`src/rtl/pi_mem_pkg.sv`:
```
// Shared types and sizes for the Pi/Nios mailbox RAM port arbiter.
package pi_mem_pkg;

  localparam int MEM_AW = 7;
  localparam int MEM_DW = 32;

  typedef enum logic [1:0] {IDLE, ISSUE, RWAIT, CAPTURE} arb_state_t;
  typedef enum logic {REQ_A = 1'b0, REQ_B = 1'b1} req_id_t;

endpackage

```
`src/rtl/rr_arb2.sv`:
```
// Two-way round-robin selector; remembers the last accepted requester so that
// a tie goes to the other one.
module rr_arb2
  import pi_mem_pkg::*;
(
  input  logic       clk,
  input  logic       rst_n,
  input  logic [1:0] req,
  input  logic       accept,
  output req_id_t    winner,
  output logic       valid
);

  req_id_t last_q, last_d;

  always_comb begin
    valid  = |req;
    winner = REQ_A;
    case (req)
      2'b10:   winner = REQ_B;
      2'b11:   winner = (last_q == REQ_A) ? REQ_B : REQ_A;
      default: winner = REQ_A;
    endcase
  end

  always_comb begin
    last_d = last_q;
    if (accept && valid) last_d = winner;
  end

  // Reset to B so that A wins the first tie.
  always_ff @(posedge clk or negedge rst_n) begin
    if (!rst_n) last_q <= REQ_B;
    else        last_q <= last_d;
  end

endmodule

```
`src/rtl/pi_mem_arbiter.sv`:
```
// Shares the s2 port of the Nios/Pi mailbox RAM between the SPI bridge (A) and
// FPGA-side logic (B): round-robin, one access in flight, registered outputs.
module pi_mem_arbiter
  import pi_mem_pkg::*;
#(
  parameter int AW     = MEM_AW,
  parameter int DW     = MEM_DW,
  parameter int RD_LAT = 1
)(
  input  logic          iCLK,
  input  logic          iRSTN,
  input  logic          a_req,
  input  logic          a_we,
  input  logic [AW-1:0] a_addr,
  input  logic [DW-1:0] a_wdata,
  output logic          a_gnt,
  output logic          a_rvalid,
  output logic [DW-1:0] a_rdata,
  input  logic          b_req,
  input  logic          b_we,
  input  logic [AW-1:0] b_addr,
  input  logic [DW-1:0] b_wdata,
  output logic          b_gnt,
  output logic          b_rvalid,
  output logic [DW-1:0] b_rdata,
  output logic [AW-1:0] mem_addr,
  output logic          mem_we,
  output logic [DW-1:0] mem_wdata,
  input  logic [DW-1:0] mem_rdata,
  output logic          busy
);

  localparam int CNT_W = 2;

  arb_state_t       state_q, state_d;
  logic [CNT_W-1:0] cnt_q, cnt_d;
  req_id_t          owner_q, owner_d;
  logic             rd_q, rd_d;
  logic [AW-1:0]    mem_addr_q, mem_addr_d;
  logic             mem_we_q, mem_we_d;
  logic [DW-1:0]    mem_wdata_q, mem_wdata_d;
  logic             a_gnt_q, a_gnt_d, b_gnt_q, b_gnt_d;
  logic             a_rvalid_q, a_rvalid_d, b_rvalid_q, b_rvalid_d;
  logic [DW-1:0]    a_rdata_q, a_rdata_d, b_rdata_q, b_rdata_d;
  logic             busy_q, busy_d;

  logic    arb_valid;
  logic    accept;
  req_id_t arb_winner;

  // Requests are only looked at while idle.
  assign accept = (state_q == IDLE) && arb_valid;

  rr_arb2 u_rr_arb2 (
    .clk    (iCLK),
    .rst_n  (iRSTN),
    .req    ({b_req, a_req}),
    .accept (accept),
    .winner (arb_winner),
    .valid  (arb_valid)
  );

  always_comb begin
    state_d = state_q;
    cnt_d   = cnt_q;
    case (state_q)
      IDLE:    if (arb_valid) state_d = ISSUE;
      ISSUE: begin
        if (!rd_q)            state_d = IDLE;
        else if (RD_LAT == 1) state_d = CAPTURE;
        else begin
          state_d = RWAIT;
          cnt_d   = CNT_W'(RD_LAT - 1);
        end
      end
      // Leave when the count reaches zero so CAPTURE lands RD_LAT cycles after ISSUE.
      RWAIT: begin
        cnt_d = cnt_q - CNT_W'(1);
        if (cnt_q == CNT_W'(1)) state_d = CAPTURE;
      end
      CAPTURE: state_d = IDLE;
      default: state_d = IDLE;
    endcase
  end

  always_comb begin
    owner_d     = owner_q;
    rd_d        = rd_q;
    mem_addr_d  = mem_addr_q;
    mem_wdata_d = mem_wdata_q;
    mem_we_d    = 1'b0;
    a_gnt_d     = 1'b0;
    b_gnt_d     = 1'b0;
    a_rvalid_d  = 1'b0;
    b_rvalid_d  = 1'b0;
    a_rdata_d   = a_rdata_q;
    b_rdata_d   = b_rdata_q;
    busy_d      = (state_d != IDLE);
    if (accept) begin
      owner_d = arb_winner;
      if (arb_winner == REQ_A) begin
        mem_addr_d  = a_addr;
        mem_wdata_d = a_wdata;
        mem_we_d    = a_we;
        rd_d        = !a_we;
        a_gnt_d     = 1'b1;
      end else begin
        mem_addr_d  = b_addr;
        mem_wdata_d = b_wdata;
        mem_we_d    = b_we;
        rd_d        = !b_we;
        b_gnt_d     = 1'b1;
      end
    end
    if (state_q == CAPTURE) begin
      if (owner_q == REQ_A) begin
        a_rdata_d  = mem_rdata;
        a_rvalid_d = 1'b1;
      end else begin
        b_rdata_d  = mem_rdata;
        b_rvalid_d = 1'b1;
      end
    end
  end

  always_ff @(posedge iCLK or negedge iRSTN) begin
    if (!iRSTN) begin
      state_q     <= IDLE;
      cnt_q       <= '0;
      owner_q     <= REQ_A;
      rd_q        <= 1'b0;
      mem_addr_q  <= '0;
      mem_we_q    <= 1'b0;
      mem_wdata_q <= '0;
      a_gnt_q     <= 1'b0;
      b_gnt_q     <= 1'b0;
      a_rvalid_q  <= 1'b0;
      b_rvalid_q  <= 1'b0;
      a_rdata_q   <= '0;
      b_rdata_q   <= '0;
      busy_q      <= 1'b0;
    end else begin
      state_q     <= state_d;
      cnt_q       <= cnt_d;
      owner_q     <= owner_d;
      rd_q        <= rd_d;
      mem_addr_q  <= mem_addr_d;
      mem_we_q    <= mem_we_d;
      mem_wdata_q <= mem_wdata_d;
      a_gnt_q     <= a_gnt_d;
      b_gnt_q     <= b_gnt_d;
      a_rvalid_q  <= a_rvalid_d;
      b_rvalid_q  <= b_rvalid_d;
      a_rdata_q   <= a_rdata_d;
      b_rdata_q   <= b_rdata_d;
      busy_q      <= busy_d;
    end
  end

  assign mem_addr  = mem_addr_q;
  assign mem_we    = mem_we_q;
  assign mem_wdata = mem_wdata_q;
  assign a_gnt     = a_gnt_q;
  assign b_gnt     = b_gnt_q;
  assign a_rvalid  = a_rvalid_q;
  assign b_rvalid  = b_rvalid_q;
  assign a_rdata   = a_rdata_q;
  assign b_rdata   = b_rdata_q;
  assign busy      = busy_q;

endmodule

```
`config.mk`:
```
export PLATFORM = sky130hd
export DESIGN_NAME = pi_mem_arbiter
export DESIGN_NICKNAME = d
export VERILOG_FILES = /design/src/rtl/pi_mem_pkg.sv /design/src/rtl/rr_arb2.sv /design/src/rtl/pi_mem_arbiter.sv
export SDC_FILE = /design/constraint.sdc
export NUM_CORES = 1
export LEC_CHECK = 0
export CAP_MARGIN = 5
export CORE_MARGIN = 2
export CORE_UTILIZATION = 42
export CTS_CLUSTER_SIZE = 28
export DETAILED_ROUTE_END_ITERATION = 6
export PLACE_DENSITY = 0.81
export SETUP_SLACK_MARGIN = 0.5
export SLEW_MARGIN = 20
export SYNTH_ARGS = -nofsm -noshare
export SYNTH_HDL_FRONTEND = slang
export SYNTH_HIERARCHICAL = 1
export SYNTH_SLANG_ARGS = --single-unit
```
`constraint.sdc`:
```
create_clock -name iCLK -period 2.08 [get_ports iCLK]
set_input_delay 0.312 -clock iCLK [delete_from_list [all_inputs] [get_ports iCLK]]
set_output_delay 0.312 -clock iCLK [all_outputs]
set_load 0.02 [all_outputs]
```
After elaboration in Yosys (flattened, before gate mapping)
Index checks and enable logic that the tools add are counted.
Widths: inputs -> output; s select.
{ "word_totals": {"regBits": 116, "in_bits": 116, "out_inout_bits": 109, "wordCells": 51} }
{ "classes": {"n_addsub": 1, "n_eq_ne": 6, "n_mux": 19, "bitwise": 1, "reduce_logical": 9} }
{ "ops": {"columns": ["cell", "count"], "rows": [
  ["$mux 32", 1],
  ["$mux 1", 12],
  ["$eq 2x2->1 const B", 4],
  ["$pmux 2 s4", 1],
  ["$mux 7", 1],
  ["$mux 2", 3],
  ["$eq 2x1->1 const B", 2],
  ["$reduce_and 2->1", 2],
  ["$logic_and 1x1->1", 2],
  ["$logic_not 1->1", 2],
  ["$logic_not 2->1", 1],
  ["$pmux 1 s2", 1],
  ["$reduce_bool 2->1", 1],
  ["$reduce_or 2->1", 1],
  ["$sub 2x1->2 const B", 1],
  ["$not 1->1", 1]
]} }

Logic depth before layout (Yosys ltp)
{ "logic_depth": {"word_depth": 4, "mapped_depth": 6, "ltp_nobuf": 4} }

Modules after synthesis
The synthesis kept the hierarchy.
{ "by_module_without_submodules": {"columns": ["mod", "instances", "cells_per_inst", "area_each_um2", "seq_area_each_um2"], "rows": [
  ["pi_mem_arbiter", 1, 298, 5008.6, 2877.8],
  ["rr_arb2", 1, 5, 51.3, 26.3]
]} }

Worst setup path after synthesis
Ideal clock, no wire load.
{ "synth_path": {"path_type": "register to register", "startpoint": "reg u_rr_arb2.last_q", "endpoint": "reg mem_wdata_q[10] (netlist: mem_wdata[10])", "setup_time_ns": 0.125, "arrival_ns": 1.413, "required_time_ns": 1.955, "setup_slack_ns": 0.543, "path_stages_with_launch": 6, "n_path_buf": 2, "period_less_slack_ns": 1.537, "path_cell_list": "dfstp_2 -> a21boi_0 -> buf_6 -> buf_6 -> mux2_2 -> mux2_2"} }
{ "synth_between": {"elab_chain_len": 3} }
{ "synth_lines": {"columns": ["element", "line", "text"], "rows": [
  ["start: declaration", "rr_arb2.sv:14", "req_id_t last_q, last_d;"],
  ["start signal: assignment", "rr_arb2.sv:34", "else last_q <= last_d;"],
  ["$mux 1", "rr_arb2.sv:21", "2'b11: winner = (last_q == REQ_A) ? REQ_B : REQ_A;"],
  ["$pmux 1 s2", "rr_arb2.sv:19", "case (req)"],
  ["via arb_winner", "pi_mem_arbiter.sv:49", "req_id_t arb_winner;"],
  ["$mux 32", "pi_mem_arbiter.sv:101", "if (arb_winner == REQ_A) begin"],
  ["end signal: assignment", "pi_mem_arbiter.sv:149", "mem_wdata_q <= mem_wdata_d;"],
  ["end: declaration", "pi_mem_arbiter.sv:41", "logic [DW-1:0] mem_wdata_q, mem_wdata_d;"]
]} }
The timed path passes the listed nets, and every way through them passes these cells.
A chain may end at the register's enable or synchronous reset.

Worst setup path in the final report
{ "layout_path": {"startpoint": "reg u_rr_arb2.last_q", "endpoint": "reg rd_q"} }
{ "layout_between": {"elab_chain_len": 3} }
{ "layout_lines": {"columns": ["element", "line", "text"], "rows": [
  ["$mux 1", "rr_arb2.sv:21", null],
  ["$pmux 1 s2", "rr_arb2.sv:19", null],
  ["via arb_winner", "pi_mem_arbiter.sv:49", null],
  ["$mux 1", "pi_mem_arbiter.sv:101", null],
  ["end signal: assignment", "pi_mem_arbiter.sv:146", "rd_q <= rd_d;"],
  ["end: declaration", "pi_mem_arbiter.sv:38", "logic rd_q, rd_d;"]
]} }
The timed path passes the listed nets, and every way through them passes these cells.

==> results.md <==
- Synth Net Count: 420
- Post-Route WL: 13.3 mm
- Post-synth top flop: dfrtp_1
- Status: complete, no violations
- WHS Path Cells: 2
- Sequential area share after synthesis: 0.574
- Post-Synth XOR/XNOR Area: 0.00173
- Yosys reg bits: between 100 and 150
- Share of flip-flops with an asynchronous set or reset: 1.00
- PortBufs: ~220
- Post-route antenna net violation count: 0
- Vias in the first global route: a little under 4000
- Core Box Area: 11900 um^2
- Share of layout cells above drive strength 1: 0.362
- Largest cells by area after synthesis: dfrtp_1, mux2_2, mux2_4, buf_6, buf_12
- Sequential Power Share: 0.314
- Htree depth: 4
- Dpl cell area: roughly 7400 um^2
- Rows: 40
- Synth top cells by count: dfrtp_1, mux2_2, mux2_4
- Min Clock Period, post-route: 1.58 ns
- Starting Density: 0.427
- Worst min-delay path category: input pin to flop
- Reg clk slew, reported paths: 0.05 ns
- Post-synthesis compound-gate area fraction: 0.00692
- Max cap viols: 0
- Top-Level Pins: ~230
- NetSw: roughly 4400 uW
- Top cell type's share of synthesized area: 0.569
- Hpwl dp: between 9 and 10 mm
- Clk buf depth: 2
- Critical path class: flop to flop
- Initial antenna violation count: 0
- Fin crit share: 0.759
- Yosys cell types: 26
- Clock power share: 0.232
- Critical path required time: around 2.4 ns
- Crit Reg-Reg Startpoint: u_rr_arb2/last_q$_DFFE_PN1P_
- Via count: 3527
- Final hold vios: 0
- CTS tree: built
- Antenna diodes: 0
- Final setup fails: 0
- Fmax: approximately 0.63 GHz
- Syn Inst Count: 303
- Post-synthesis simple-gate area fraction: 0.0161
- Most numerous cell in the Yosys netlist: dfrtp_1
- Worst vdd ir: 0.879 mV
- CP Data Arrival Time: approximately 1.9 ns
- Die Area: 12900 um^2
- Synth Area in Adders: 0.00247
- CP max FO: 9
- Leading area contributor after synthesis: dfrtp_1
- Internal Power: between 8000 and 9000 uW
- Leak Pwr: 0.00367 uW
- Largest family of logic cells by synthesized area: multiplexers
- Remaining Overflow, GRT: 0
- Avg Cell Area, Syn: 16.7 um^2
- Clk_lat worst skew: 0.40 ns
- CP startpoint kind: flop
- Slew @ Worst Pin: roughly 0.6 ns
- Global-route wire length before repair: around 20 mm
- Final net count: roughly 670
- Hold wc startpoint: a_req
- Switching share of total power: 0.345
- Initial drt markers: 117
- P per Cell Area: 1590 nW/um^2
- Vert. Die Dim: between 100 and 150 um
- Skew final: 0.00729 ns
- Synthesis warning total: 6
- Reg-to-reg slack, setup: ~0.50 ns
- Design area: approximately 8100 um^2
- Mapped cell area: slightly above 5000 um^2
- Max-slew violations: 0
- Hold Path End: u_rr_arb2/last_q$_DFFE_PN1P_
- GR Util All Layers: 0.211
- Die W: 114 um
- Area delta synth->final: 59.7%
- Largest net degree at the start of global routing: 46
- Post-synth EDFFs: 0
- Setup TNS: 0 ns
- Rel. slew slack: 0.592
- CTS Buf Count: 17
- Reg2Reg Depth: 6
- Clk root buf: clkbuf_16
- Final GP Congestion: approximately 0.8
- CP Capture Type: flop
- Drt pass-1 iters: 4
- Clk sinks: between 100 and 150
- Vias per cell: approximately 5.0
- Mux cell area share after synthesis: 0.353
- WL/cell: approximately 19 um
- Worst r2r dst: rd_q$_DFFE_PN0P_
- DRC: 0
- Combinational fraction of design power: 0.454
- RSZ-0062 raised after global routing: true
per-stage QoR:
| step | power [uW] | hold WS (ns) | setup WS, ns | cells | utilization |
|---|---|---|---|---|---|
| floorplan | 7710 | 0.0164 | 0.543 | 303 | - |
| global placement | 10300 | 0.365 | 0.0496 | 667 | 0.626 |
| detailed placement | 10500 | 0.366 | 0.00748 | 667 | 0.626 |
| CTS | 12900 | 0.273 | 0.471 | 702 | 0.671 |
| global route | 13500 | 0.304 | 0.471 | 711 | 0.681 |
| finish | 12900 | 0.307 | 0.501 | 711 | 0.681 |
area by class of cell:
| cell class | count | area, um^2 |
|---|---|---|
| Fill cell | 888 | 3780 |
| Sequential cell | 116 | 2910 |
| Timing Repair Buffer | 247 | 2420 |
| Multi-Input combinational cell | 166 | 1940 |
| Clock buffer | 24 | 492 |
| Tap cell | 147 | 184 |
| Clock inverter | 8 | 123 |
| Inverter | 3 | 11.3 |
critical path, cell delays in order, from the launching register on:
cell and delay, ns:
dfstp_2 0.55, a21boi_4 0.06, buf_12 0.15, buf_6 0.15
buf_4 0.15, mux2i_1 0.13, mux2_4 0.27
flip-flops by register name (all words and copies together), names as in the netlist:
| register | flops |
|---|---|
| a_rdata | 32 |
| b_rdata | 32 |
| mem_wdata | 32 |
| mem_addr | 7 |
| cnt_q | 2 |
| state_q | 2 |
| a_gnt | 1 |
| a_rvalid | 1 |
| b_gnt | 1 |
| b_rvalid | 1 |
| busy | 1 |
| mem_we | 1 |
| owner_q | 1 |
| rd_q | 1 |
| u_rr_arb2/last_q | 1 |
worst max path at each step:
stage / from / to / slack [ns]
after floorplan: u_rr_arb2/last_q$_DFFE_PN1P_ / mem_wdata[10]$_DFFE_PN0P_ / 0.54
after global placement: b_req / mem_wdata[10]$_DFFE_PN0P_ / 0.05
after detailed placement: b_req / mem_wdata[31]$_DFFE_PN0P_ / 0.007
after CTS: u_rr_arb2/last_q$_DFFE_PN1P_ / mem_wdata[10]$_DFFE_PN0P_ / 0.47
after global routing: u_rr_arb2/last_q$_DFFE_PN1P_ / rd_q$_DFFE_PN0P_ / 0.47
final: u_rr_arb2/last_q$_DFFE_PN1P_ / rd_q$_DFFE_PN0P_ / 0.50
layer usage:
layer	routed length [um]	share of wire	vias up	GRT usage
met4	429	0.032	0	0.103
met1	5180	0.39	1772	0.236
met3	664	0.050	32	0.0611
met5	0	0	-	0
li1	-	-	1584	-
met2	6990	0.53	139	0.368
timing repair:
action                                  CTS  global route
hold endpoints to repair                 41             0
gates cloned                              1             4
resized for setup                       114             2
hold buffers                              1             0
endpoints found under the setup margin  150            43
pin swaps                                 0             1
buffers inserted                          1             5
cell usage in the layout, fill, tap and decap left out, types with 2 or more instances in the layout:
master	Yosys	routed
clkbuf_16	0	19
mux2_4	36	36
clkbuf_8	0	4
bufinv_16	0	3
o21ai_0	2	2
mux2i_1	2	2
clkbuf_1	0	3
mux2_2	109	109
dfrtp_1	115	113
buf_4	0	10
clkinv_2	0	2
dfrtp_2	0	2
clkinvlp_4	0	3
buf_6	11	4
clkdlybuf4s50_1	0	112
inv_1	3	3
buf_12	4	6
nor2b_1	2	2
dlygate4sd2_1	0	111
cell families after synthesis:
| kind of cell | Yosys count |
|---|---|
| compound gates | 6 |
| xor+xnor | 1 |
| fa+ha+maj | 1 |
| buf+inv | 21 |
| flops | 116 |
| mux | 147 |
| simple gates | 11 |
power by group through the flow:
stage               combinational [uW]  clock, uW  sequential (uW)
floorplan                         2390          0             5310
global placement                  6270          0             4050
detailed placement                6390          0             4110
CTS                               5760       3030             4070
global route                      6160       3160             4190
finish                            5840       2980             4040
No activity file was read; power rests on OpenSTA's default activity.
